### config.mk
export PLATFORM = sky130hd
export DESIGN_NAME = i2s_tx_master_flat
export DESIGN_NICKNAME = d
export VERILOG_FILES = /design/src/rtl/i2s_tx_master_if.sv /design/src/rtl/i2s_tx_master.sv /design/src/flat_wrapper.sv
export SDC_FILE = /design/constraint.sdc
export NUM_CORES = 1
export LEC_CHECK = 0
export CORE_UTILIZATION = 35
export DETAILED_ROUTE_END_ITERATION = 16
export SLEW_MARGIN = 10
export SYNTH_ARGS = -nofsm -noshare
export SYNTH_HDL_FRONTEND = slang
export SYNTH_SLANG_ARGS = --single-unit
### constraint.sdc
create_clock -name clk_in -period 10.44 [get_ports clk_in]
set_input_delay 2.61 -clock clk_in [delete_from_list [all_inputs] [get_ports clk_in]]
set_output_delay 2.61 -clock clk_in [all_outputs]
set_load 0.02 [all_outputs]
### src/rtl/i2s_tx_master_if.sv
// Parallel sample-pair handshake between the DSP datapath and the I2S transmitter.
// The source drives the left/right pair and pvalid_in; the transmitter answers with pready_out.
interface i2s_tx_master_if #(
  parameter int PDATA_WIDTH = 32
) ();
  logic [PDATA_WIDTH-1:0] pldata_in;
  logic [PDATA_WIDTH-1:0] prdata_in;
  logic                   pvalid_in;
  logic                   pready_out;

  modport master (
    output pldata_in,
    output prdata_in,
    output pvalid_in,
    input  pready_out
  );

  modport slave (
    input  pldata_in,
    input  prdata_in,
    input  pvalid_in,
    output pready_out
  );
endinterface

### src/rtl/i2s_tx_master.sv
// I2S master transmitter: divides clk_in down to SCLK/LRCK and serializes buffered
// stereo pairs MSB-first with the standard one-bit delay after each LRCK transition.
module i2s_tx_master #(
  parameter int PDATA_WIDTH = 32,
  parameter int SLOT_WIDTH  = 32,
  parameter int SCLK_DIV    = 2
) (
  input  logic                 clk_in,
  input  logic                 rst_in,
  i2s_tx_master_if.slave       s_if,
  output logic                 sclk_out,
  output logic                 lrck_out,
  output logic                 sdata_out,
  output logic                 underrun_out
);

  localparam int FRAME_W = 2 * SLOT_WIDTH;
  localparam int DIV_W   = (SCLK_DIV > 1) ? $clog2(SCLK_DIV) : 1;
  localparam int POS_W   = $clog2(FRAME_W);

  logic [DIV_W-1:0]       r_div;
  logic [POS_W-1:0]       r_pos;
  logic                   r_sclk;
  logic                   r_lrck;
  logic                   r_sdata;
  logic                   r_underrun;
  logic [FRAME_W-1:0]     r_shift;
  logic                   r_buf_full;
  logic [PDATA_WIDTH-1:0] r_buf_l;
  logic [PDATA_WIDTH-1:0] r_buf_r;

  logic                   w_tc;
  logic                   w_fall;
  logic                   w_load;
  logic                   w_accept;
  logic [POS_W-1:0]       w_pos_next;
  logic [SLOT_WIDTH-1:0]  w_lslot;
  logic [SLOT_WIDTH-1:0]  w_rslot;
  logic [FRAME_W-1:0]     w_stream;

  assign w_tc       = (r_div == DIV_W'(SCLK_DIV - 1));
  assign w_fall     = w_tc && r_sclk;
  assign w_pos_next = (r_pos == POS_W'(FRAME_W - 1)) ? '0 : r_pos + POS_W'(1);
  assign w_load     = w_fall && (w_pos_next == POS_W'(1));
  assign w_accept   = s_if.pvalid_in && !r_buf_full;

  // Samples narrower than the slot are left-justified: MSB first, zero padding in the LSBs.
  assign w_lslot  = SLOT_WIDTH'(r_buf_l) << (SLOT_WIDTH - PDATA_WIDTH);
  assign w_rslot  = SLOT_WIDTH'(r_buf_r) << (SLOT_WIDTH - PDATA_WIDTH);
  assign w_stream = r_buf_full ? {w_lslot, w_rslot} : '0;

  always_ff @(posedge clk_in or posedge rst_in) begin
    if (rst_in) begin
      r_div      <= '0;
      r_pos      <= '0;
      r_sclk     <= 1'b0;
      r_lrck     <= 1'b0;
      r_sdata    <= 1'b0;
      r_underrun <= 1'b0;
      r_shift    <= '0;
    end else begin
      r_div      <= w_tc ? '0 : r_div + DIV_W'(1);
      r_underrun <= w_load && !r_buf_full;
      if (w_tc) begin
        r_sclk <= ~r_sclk;
      end
      // LRCK and data move only with SCLK falling so the slave sees them stable on rising.
      if (w_fall) begin
        r_pos  <= w_pos_next;
        r_lrck <= (w_pos_next >= POS_W'(SLOT_WIDTH));
        if (w_load) begin
          r_sdata <= w_stream[FRAME_W-1];
          r_shift <= w_stream << 1;
        end else begin
          r_sdata <= r_shift[FRAME_W-1];
          r_shift <= r_shift << 1;
        end
      end
    end
  end

  // A load drains the buffer; an accept coinciding with an underrun load is kept for the next frame.
  always_ff @(posedge clk_in or posedge rst_in) begin
    if (rst_in) begin
      r_buf_full <= 1'b0;
      r_buf_l    <= '0;
      r_buf_r    <= '0;
    end else if (w_load && r_buf_full) begin
      r_buf_full <= 1'b0;
    end else if (w_accept) begin
      r_buf_full <= 1'b1;
      r_buf_l    <= s_if.pldata_in;
      r_buf_r    <= s_if.prdata_in;
    end
  end

  assign s_if.pready_out = ~r_buf_full;
  assign sclk_out        = r_sclk;
  assign lrck_out        = r_lrck;
  assign sdata_out       = r_sdata;
  assign underrun_out    = r_underrun;

endmodule

### src/flat_wrapper.sv
// flat-port wrapper written by rule: the top's interface ports become plain ports
module i2s_tx_master_flat 
#(
  parameter int PDATA_WIDTH = 32,
  parameter int SLOT_WIDTH  = 32,
  parameter int SCLK_DIV    = 2
)
  (clk_in, rst_in, sclk_out, lrck_out, sdata_out, underrun_out, s_if_pldata_in, s_if_prdata_in, s_if_pvalid_in, s_if_pready_out);
  i2s_tx_master_if #(.PDATA_WIDTH(PDATA_WIDTH)) s_if_i ();
  input  logic clk_in;
  input  logic rst_in;
  output logic sclk_out;
  output logic lrck_out;
  output logic sdata_out;
  output logic underrun_out;
  input wire logic [$bits(s_if_i.pldata_in)-1:0] s_if_pldata_in;
  input wire logic [$bits(s_if_i.prdata_in)-1:0] s_if_prdata_in;
  input wire logic [$bits(s_if_i.pvalid_in)-1:0] s_if_pvalid_in;
  output wire logic [$bits(s_if_i.pready_out)-1:0] s_if_pready_out;
  assign s_if_i.pldata_in = s_if_pldata_in;
  assign s_if_i.prdata_in = s_if_prdata_in;
  assign s_if_i.pvalid_in = s_if_pvalid_in;
  assign s_if_pready_out = s_if_i.pready_out;
  i2s_tx_master #(.PDATA_WIDTH(PDATA_WIDTH), .SLOT_WIDTH(SLOT_WIDTH), .SCLK_DIV(SCLK_DIV)) u_core (.clk_in(clk_in), .rst_in(rst_in), .s_if(s_if_i), .sclk_out(sclk_out), .lrck_out(lrck_out), .sdata_out(sdata_out), .underrun_out(underrun_out));
endmodule
==> results of run 1 <==
area by class of cell:
| type | instances | share of cell area, % |
|---|---|---|
| Inverter | 5 | 0.3114 |
| Clock inverter | 11 | 1.524 |
| Timing Repair Buffer | 76 | 9.800 |
| Sequential cell | 139 | 45.58 |
| Tap cell | 225 | 3.687 |
| Multi-Input combinational cell | 291 | 32.81 |
| Clock buffer | 21 | 6.293 |
power by group through the flow:
stage / sequential (mW) / clock, mW / combinational, mW
2_1_floorplan: 0.694 / 0 / 0.155
3_3_place_gp: 0.710 / 0 / 0.203
3_5_place_dp: 0.714 / 0 / 0.207
4_1_cts: 0.705 / 0.615 / 0.208
5_1_grt: 0.718 / 0.640 / 0.231
6_report: 0.703 / 0.599 / 0.202
synth_stat cells:
master     number  share of area [%]
nand2_1        68                4.1
nand4bb_1       1               0.18
mux2i_1       126                 20
o21ai_0         4               0.32
buf_6           1               0.18
a21oi_1         1              0.081
o2111ai_1       1               0.14
o21ai_1         2               0.16
buf_12          5                1.6
buf_2           8               0.64
and3_4          2               0.36
or3_1           1               0.10
o21a_1          2               0.24
nor3_4          1               0.26
xor2_1          1               0.14
nand3_1         3               0.24
nor4_1          1               0.10
a41o_1          1               0.16
buf_4           1               0.12
a32o_1          1               0.16
dfrtp_1       139                 56
o211ai_2        1               0.20
xnor2_1         2               0.28
nor2_1          1              0.060
o21bai_1        1               0.12
mux2_2         64                 12
buf_1           3               0.18
nor2b_1         1               0.10
and2_1          2               0.20
ha_1            2               0.40
inv_1           5               0.30
a31oi_1         1               0.10
clkbuf_1       13               0.79
cells by family after synthesis:
group                      share of synthesized area, %
AOI/OAI and AO/OA                                 1.693
xor gates and xnor gates                         0.4232
adders and majority gates                        0.4029
buffers and inverters                             3.829
DFF                                               56.01
muxes                                             31.92
and+or+nand+nor                                   5.722
layout by cell type (no fill, tap or decap), drive strengths merged, types with 2 or more instances in the layout:
cell type,instances
and2,2
and3,2
buf,5
bufinv,2
clkbuf,21
clkdlybuf4s50,71
clkinv,5
clkinvlp,3
dfrtp,139
ha,2
inv,6
mux2,64
mux2i,126
nand2,68
nand3,3
o21a,2
o21ai,6
xnor2,2
flip-flops by register name, summed over array words and instances, names as in the netlist:
| register | flops |
|---|---|
| u_core.lrck_out | 1 |
| u_core.r_buf_full | 1 |
| u_core.sdata_out | 1 |
| u_core.r_buf_r | 32 |
| u_core.r_buf_l | 32 |
| u_core.underrun_out | 1 |
| u_core.r_div | 1 |
| u_core.r_pos | 6 |
| u_core.r_shift | 63 |
| u_core.sclk_out | 1 |
metal layers:
| layer | global-route usage, % | vias up |
|---|---|---|
| met2 | 21.20 | 52 |
| li1 | - | 1757 |
| met1 | 17.26 | 1855 |
| met3 | 4.340 | 11 |
| met5 | 0 | - |
| met4 | 4.120 | 0 |
worst min-delay path by stage:
stage / from / to / cells past startpoint
after detailed placement: u_core.r_div$_DFF_PP0_ / u_core.r_div$_DFF_PP0_ / 1
final: u_core.r_div$_DFF_PP0_ / u_core.r_div$_DFF_PP0_ / 1
after floorplan: u_core.r_div$_DFF_PP0_ / u_core.r_div$_DFF_PP0_ / 1
after global placement: u_core.r_div$_DFF_PP0_ / u_core.r_div$_DFF_PP0_ / 1
after CTS: u_core.r_div$_DFF_PP0_ / u_core.r_div$_DFF_PP0_ / 1
after global routing: u_core.r_shift[1]$_DFFE_PP0P_ / u_core.r_shift[1]$_DFFE_PP0P_ / 1
through the flow:
stage                     worst slack, ns  cell area [µm²]
final                               6.326             7635
after global routing                5.998             7635
after CTS                           6.217             7635
after detailed placement            5.767             7038
after global placement              5.822             7038
after floorplan                     4.105             6210
==> metrics.md, run 1 <==
| Metric | Value |
|---|---|
| Share of layout cells above drive strength 1 | 20.26% |
| Final hold vios | 0 |
| Critical-path maximum fanout | 4 |
| Total power | 1.503 mW |
| Hold slack | 0.4924 ns |
| Number of core rows | 48 |
| Fill count | 1618 |
| Via count | 3675 |
| Clock latency on the worst-skew pair | 0.41 ns |
| Clock Power Share | 39.8% |
| Drt first pass iters | 4 |
| Final cycle utilization of the critical path | 39.40% |
| Resized Gates After CTS | 0 |
| DR WL/cell | 14.21 µm |
| Placer's final routability congestion estimate | 0.7054 |
| CTS Root Buffer Type | clkbuf_16 |
| Logic pwr share | 13.4% |
| Max VDD drop | 0.0001248 V |
| Worst path required time | 7.83 ns |
| Period minus WS final | 4.114 ns |
| Power Density | 196.9 mW/mm² |
| M1 wire length | 5.290 mm |
| Reg power frac | 46.8% |
| Via density | 4.785 |
| Storage cell area | 0.003480 mm² |
| Overflow after GRT | 0 |
| Post-CTS Setup Inserts | 0 |
| Clock slew at reported path FFs | 0.06 ns |
| Diode count | 0 |
| Distinct cells, synth | 33 |
| Placed insts | 736 |
| CP Data Arrival Time | 1.50 ns |
| Overall routing resource usage | 13.35% |
| CP endpoint kind | output port |
| Delay-heaviest family, CP | buffers and inverters |
| CP max stage delay | 0.67 ns |
| Switching share of power | 23.76% |
| Die Y-Extent | 135.2 µm |
| Initial DRC Count | 173 |
| Hold_buf cts | 0 |
| Routed WL | 10.92 mm |
| Crit path buf inv count | 1 |
| Critical-path cell list | clkdlybuf4s50_1 |
| Std-Cell Core Area | 0.01730 mm² |
| Clk sinks | 139 |
| Count of non-filler cells in the finished layout | 768 |
| CP Launch Point | u_core.sclk_out$_DFFE_PP0P_ |
| Critical path class | register to output port |
| Max_cap viols | 0 |
| Avg Cell Area, Syn | 13.33 µm² |
| Worst setup endpoint | sclk_out |
| Clock buffer depth | 2 |
| Initial core utilization | 35.90% |
| Drt drc | 0 |
| Met2 Routed Length | 5.060 mm |
| PortBufs | 71 |
| Sequential share of the synthesized area | 56.01% |
| Crit start category | register |
| Area of the multi-input gates | 0.002505 mm² |
| Syn Nets | 535 |
| Final setup fails | 0 |
| #FFs+latches synth | 139 |
| Antenna violations before repair | 0 |
| Slowest CP cell | clkdlybuf4s50_1 |
| Die area | 0.01828 mm² |
| Post-Syn Instances | 466 |
| Reg2Reg Capture Point | u_core.r_shift[27]$_DFFE_PP0P_ |
| Worst Tran Pin Value | 1.129 ns |
| Synthesized area | 0.006210 mm² |
| Unrepaired setup endpoints after global routing | no |
| Flop-to-flop setup slack | 6.94 ns |
| Fmax | 243.1 MHz |
| Status | finished clean |
| DR top layer | met4 |
| Pin count of the biggest net entering global routing | 81 |
| Die W | 135.2 µm |
| Nets | 599 |
| DR WL met3 | 452 µm |
| Cts bufs inserted | 17 |
| Dpl hpwl | 6.699 mm |
| Vias in the first global route | 3938 |
| Worst r2r src | u_core.sclk_out$_DFFE_PP0P_ |
| Switch Pwr | 357.2 µW |
| Slew Viols, Final | 0 |
| Reg2reg path depth | 5 |
| TNS Setup | 0 ns |
| Clock skew | 0.006237 ns |
| Util after Layout | 44.14% |
| Global-route wire length before repair | 19.11 mm |
| Hold Path Class | register to register |
| Internal power | 1.146 mW |
| Antenna Violating Nets Remaining | 0 |
| H-tree depth | 4 |
| Synth warn | 0 |
| P_leak | 3.383 nW |
| Area Growth Syn to Fin | 22.95% |
| Rel. slew slack | 24.48% |
| CTS tree | built |
| WP depth | 1 |
| Io pins | 72 |
No activity file was read; power rests on OpenSTA's default activity.
==> inputs of run 2 (changes only) <==
==> constraint.sdc (replaced) <==
create_clock -name clk_in -period 3.5 [get_ports clk_in]
set_input_delay 0.875 -clock clk_in [delete_from_list [all_inputs] [get_ports clk_in]]
set_output_delay 0.875 -clock clk_in [all_outputs]
set_load 0.02 [all_outputs]
==> metrics.md, run 2 (synthesis results as in run 1) <==
| Metric | Value |
|---|---|
| Status | finished clean |
| Die Y-Extent | 135.2 µm (unchanged) |
| Slowest CP cell | clkdlybuf4s50_1 |
| Largest registers | u_core.r_shift: 63 flops, u_core.r_buf_l: 32 flops, u_core.r_buf_r: 32 flops |
| CTS Root Buffer Type | clkbuf_16 |
| Antenna Violating Nets Remaining | 0 (unchanged) |
| Unrepaired setup endpoints after global routing | no |
| Critical path class | register to output port |
| Hold_buf cts | 0 (unchanged) |
| Global-route wire length before repair | 19.35 mm (+1.2%) |
| Overflow after GRT | 0 (unchanged) |
| Flop-to-flop setup slack | 1.26 ns (-5.68 ns) |
| CTS tree | built |
| Most frequent cells in the layout | dfrtp_1 (138), mux2i_1 (126), clkdlybuf4s50_1 (71), nand2_1 (67), mux2_2 (64) |
| Worst Tran Pin Value | 1.088 ns (-0.04085 ns) |
| H-tree depth | 4 (unchanged) |
| Crit start category | register |
| Pin count of the biggest net entering global routing | 67 (-17%) |
| Fmax | 423.9 MHz |
| Nets | 602 (+0.50%) |
| Clk sinks | 139 (unchanged) |
| Initial core utilization | 35.90% (unchanged) |
| PortBufs | 71 (unchanged) |
| Crit path buf inv count | 1 (unchanged) |
| Via density | 4.731 (-1.1%) |
| Max VDD drop | 0.0003362 V (+170%) |
| Clock skew | 0.01152 ns (+0.005280 ns) |
| Delay-heaviest family, CP | buffers and inverters |
| Rel. slew slack | 27.21% (+2.7 points) |
| Io pins | 72 (unchanged) |
| Reg2reg path depth | 7 (+2) |
| Area Growth Syn to Fin | 23.55% |
| Clock slew at reported path FFs | 0.05 ns (about the same) |
| Diode count | 0 (unchanged) |
| Critical-path cell list | clkdlybuf4s50_1 |
| Placed insts | 739 (+0.41%) |
| Count of non-filler cells in the finished layout | 770 (+0.26%) |
| Routed WL | 11.01 mm (+0.87%) |
| Post-CTS Setup Inserts | 0 (unchanged) |
| Placer's final routability congestion estimate | 0.7420 (+5.2%) |
| P_leak | 3.400 nW (+0.50%) |
| Std-Cell Core Area | 0.01730 mm² (unchanged) |
| Hold Path Depth | 1 (unchanged) |
| Reg2Reg Capture Point | u_core.r_shift[63]$_DFFE_PP0P_ |
| Overall routing resource usage | 13.58% (+0.23 points) |
| Util after Layout | 44.36% (+0.22 points) |
| Cts bufs inserted | 17 (unchanged) |
| Worst path required time | 2.62 ns (-5.21 ns) |
| Worst r2r src | u_core.r_pos[0]$_DFFE_PP0P_ |
| Share of layout cells above drive strength 1 | 20.55% (+0.29 points) |
| Max_cap viols | 0 (unchanged) |
| Period minus WS final | 2.359 ns |
| Die W | 135.2 µm (unchanged) |
| Slew Viols, Final | 0 (unchanged) |
| Die area | 0.01828 mm² (unchanged) |
| Hold Path Class | register to register |
| Number of core rows | 48 (unchanged) |
| Resized Gates After CTS | 0 (unchanged) |
| CP endpoint kind | output port |
| Power Density | 581.7 mW/mm² (+200%) |
| Via count | 3643 (-0.87%) |
| Dpl hpwl | 6.933 mm (+3.5%) |
| TNS Setup | 0 ns (unchanged) |
| Hold_sp | u_core.r_div$_DFF_PP0_ |
| Critical-path maximum fanout | 4 (unchanged) |
| Final hold vios | 0 (unchanged) |
| Final cycle utilization of the critical path | 67.40% |
| Drt first pass iters | 4 (unchanged) |
| Most common cell after layout, fill and taps aside | dfrtp_1 |
| Antenna violations before repair | 0 (unchanged) |
| Drt drc | 0 (unchanged) |
| DR WL/cell | 14.30 µm (+0.61%) |
| CP max stage delay | 0.67 ns (about the same) |
| Initial DRC Count | 156 (-9.8%) |
| Final setup fails | 0 (unchanged) |
| Clock buffer depth | 2 (unchanged) |
| Largest register FFs | 63 (unchanged) |
| Min-Delay Endpoint | u_core.r_div$_DFF_PP0_ |
| CP Data Arrival Time | 1.48 ns (-0.02 ns) |
| Clock latency on the worst-skew pair | 0.42 ns (about the same) |
| Most flops, register | u_core.r_shift |
| Vias in the first global route | 4040 (+2.6%) |
## run 2: cell count changes in the layout (fill, tap and decap cells not counted), sizes merged
cell | before | now
buf | 5 | 8
clkbuf | 21 | 19
clkinv | 5 | 7
inv | 6 | 5
## run 2: metal layers
metal / wire length [µm] / vias up / GRT usage [%]
li1: - / 1759 / -
met1: 5134 / 1813 / 16.96
met2: 5268 / 59 / 21.94
met3: 494 / 12 / 4.527
met4: 113 / 0 / 4.744
met5: 0 / - / 0
## run 2: area by class of cell
| class | count | area [µm²] |
|---|---|---|
| fillers | 1613 | 9624 |
| flip-flops and latches | 139 | 3480 |
| multi-input cells | 291 | 2505 |
| repair buffers | 79 | 808.3 |
| clock buffers | 19 | 452.9 |
| well taps | 225 | 281.5 |
| clock inverters | 12 | 122.6 |
| inverters | 5 | 22.52 |
## run 2: worst max-delay path by stage
stage	start	cells after the start	endpoint
2_1_floorplan	rst_in	1	u_core.lrck_out$_DFFE_PP0P_
3_3_place_gp	s_if_pvalid_in	4	u_core.r_buf_l[17]$_DFFE_PP0P_
3_5_place_dp	s_if_pvalid_in	4	u_core.r_buf_l[28]$_DFFE_PP0P_
4_1_cts	u_core.sclk_out$_DFFE_PP0P_	1	sclk_out
5_1_grt	u_core.r_pos[0]$_DFFE_PP0P_	7	u_core.r_shift[7]$_DFFE_PP0P_
6_report	u_core.sclk_out$_DFFE_PP0P_	1	sclk_out
## run 2: metrics by stage
| step | worst slack [ns] | hold WS, ns | instance area, µm² | power [mW] |
|---|---|---|---|---|
| floorplan | 0.8899 | 0.4473 | 6213 | 2.530 |
| global placement | 1.166 | 0.4755 | 7097 | 2.728 |
| detailed placement | 1.143 | 0.4836 | 7097 | 2.763 |
| CTS | 1.091 | 0.4971 | 7672 | 4.538 |
| global route | 1.054 | 0.5113 | 7672 | 4.730 |
| finish | 1.141 | 0.4897 | 7672 | 4.463 |
## run 2: power by group
| part | leakage, nW | switching [mW] | internal (mW) |
|---|---|---|---|
| combinational | 1.40 | 0.231 | 0.375 |
| sequential | 1.72 | 0.181 | 1.93 |
| clock | 0.285 | 0.671 | 1.08 |
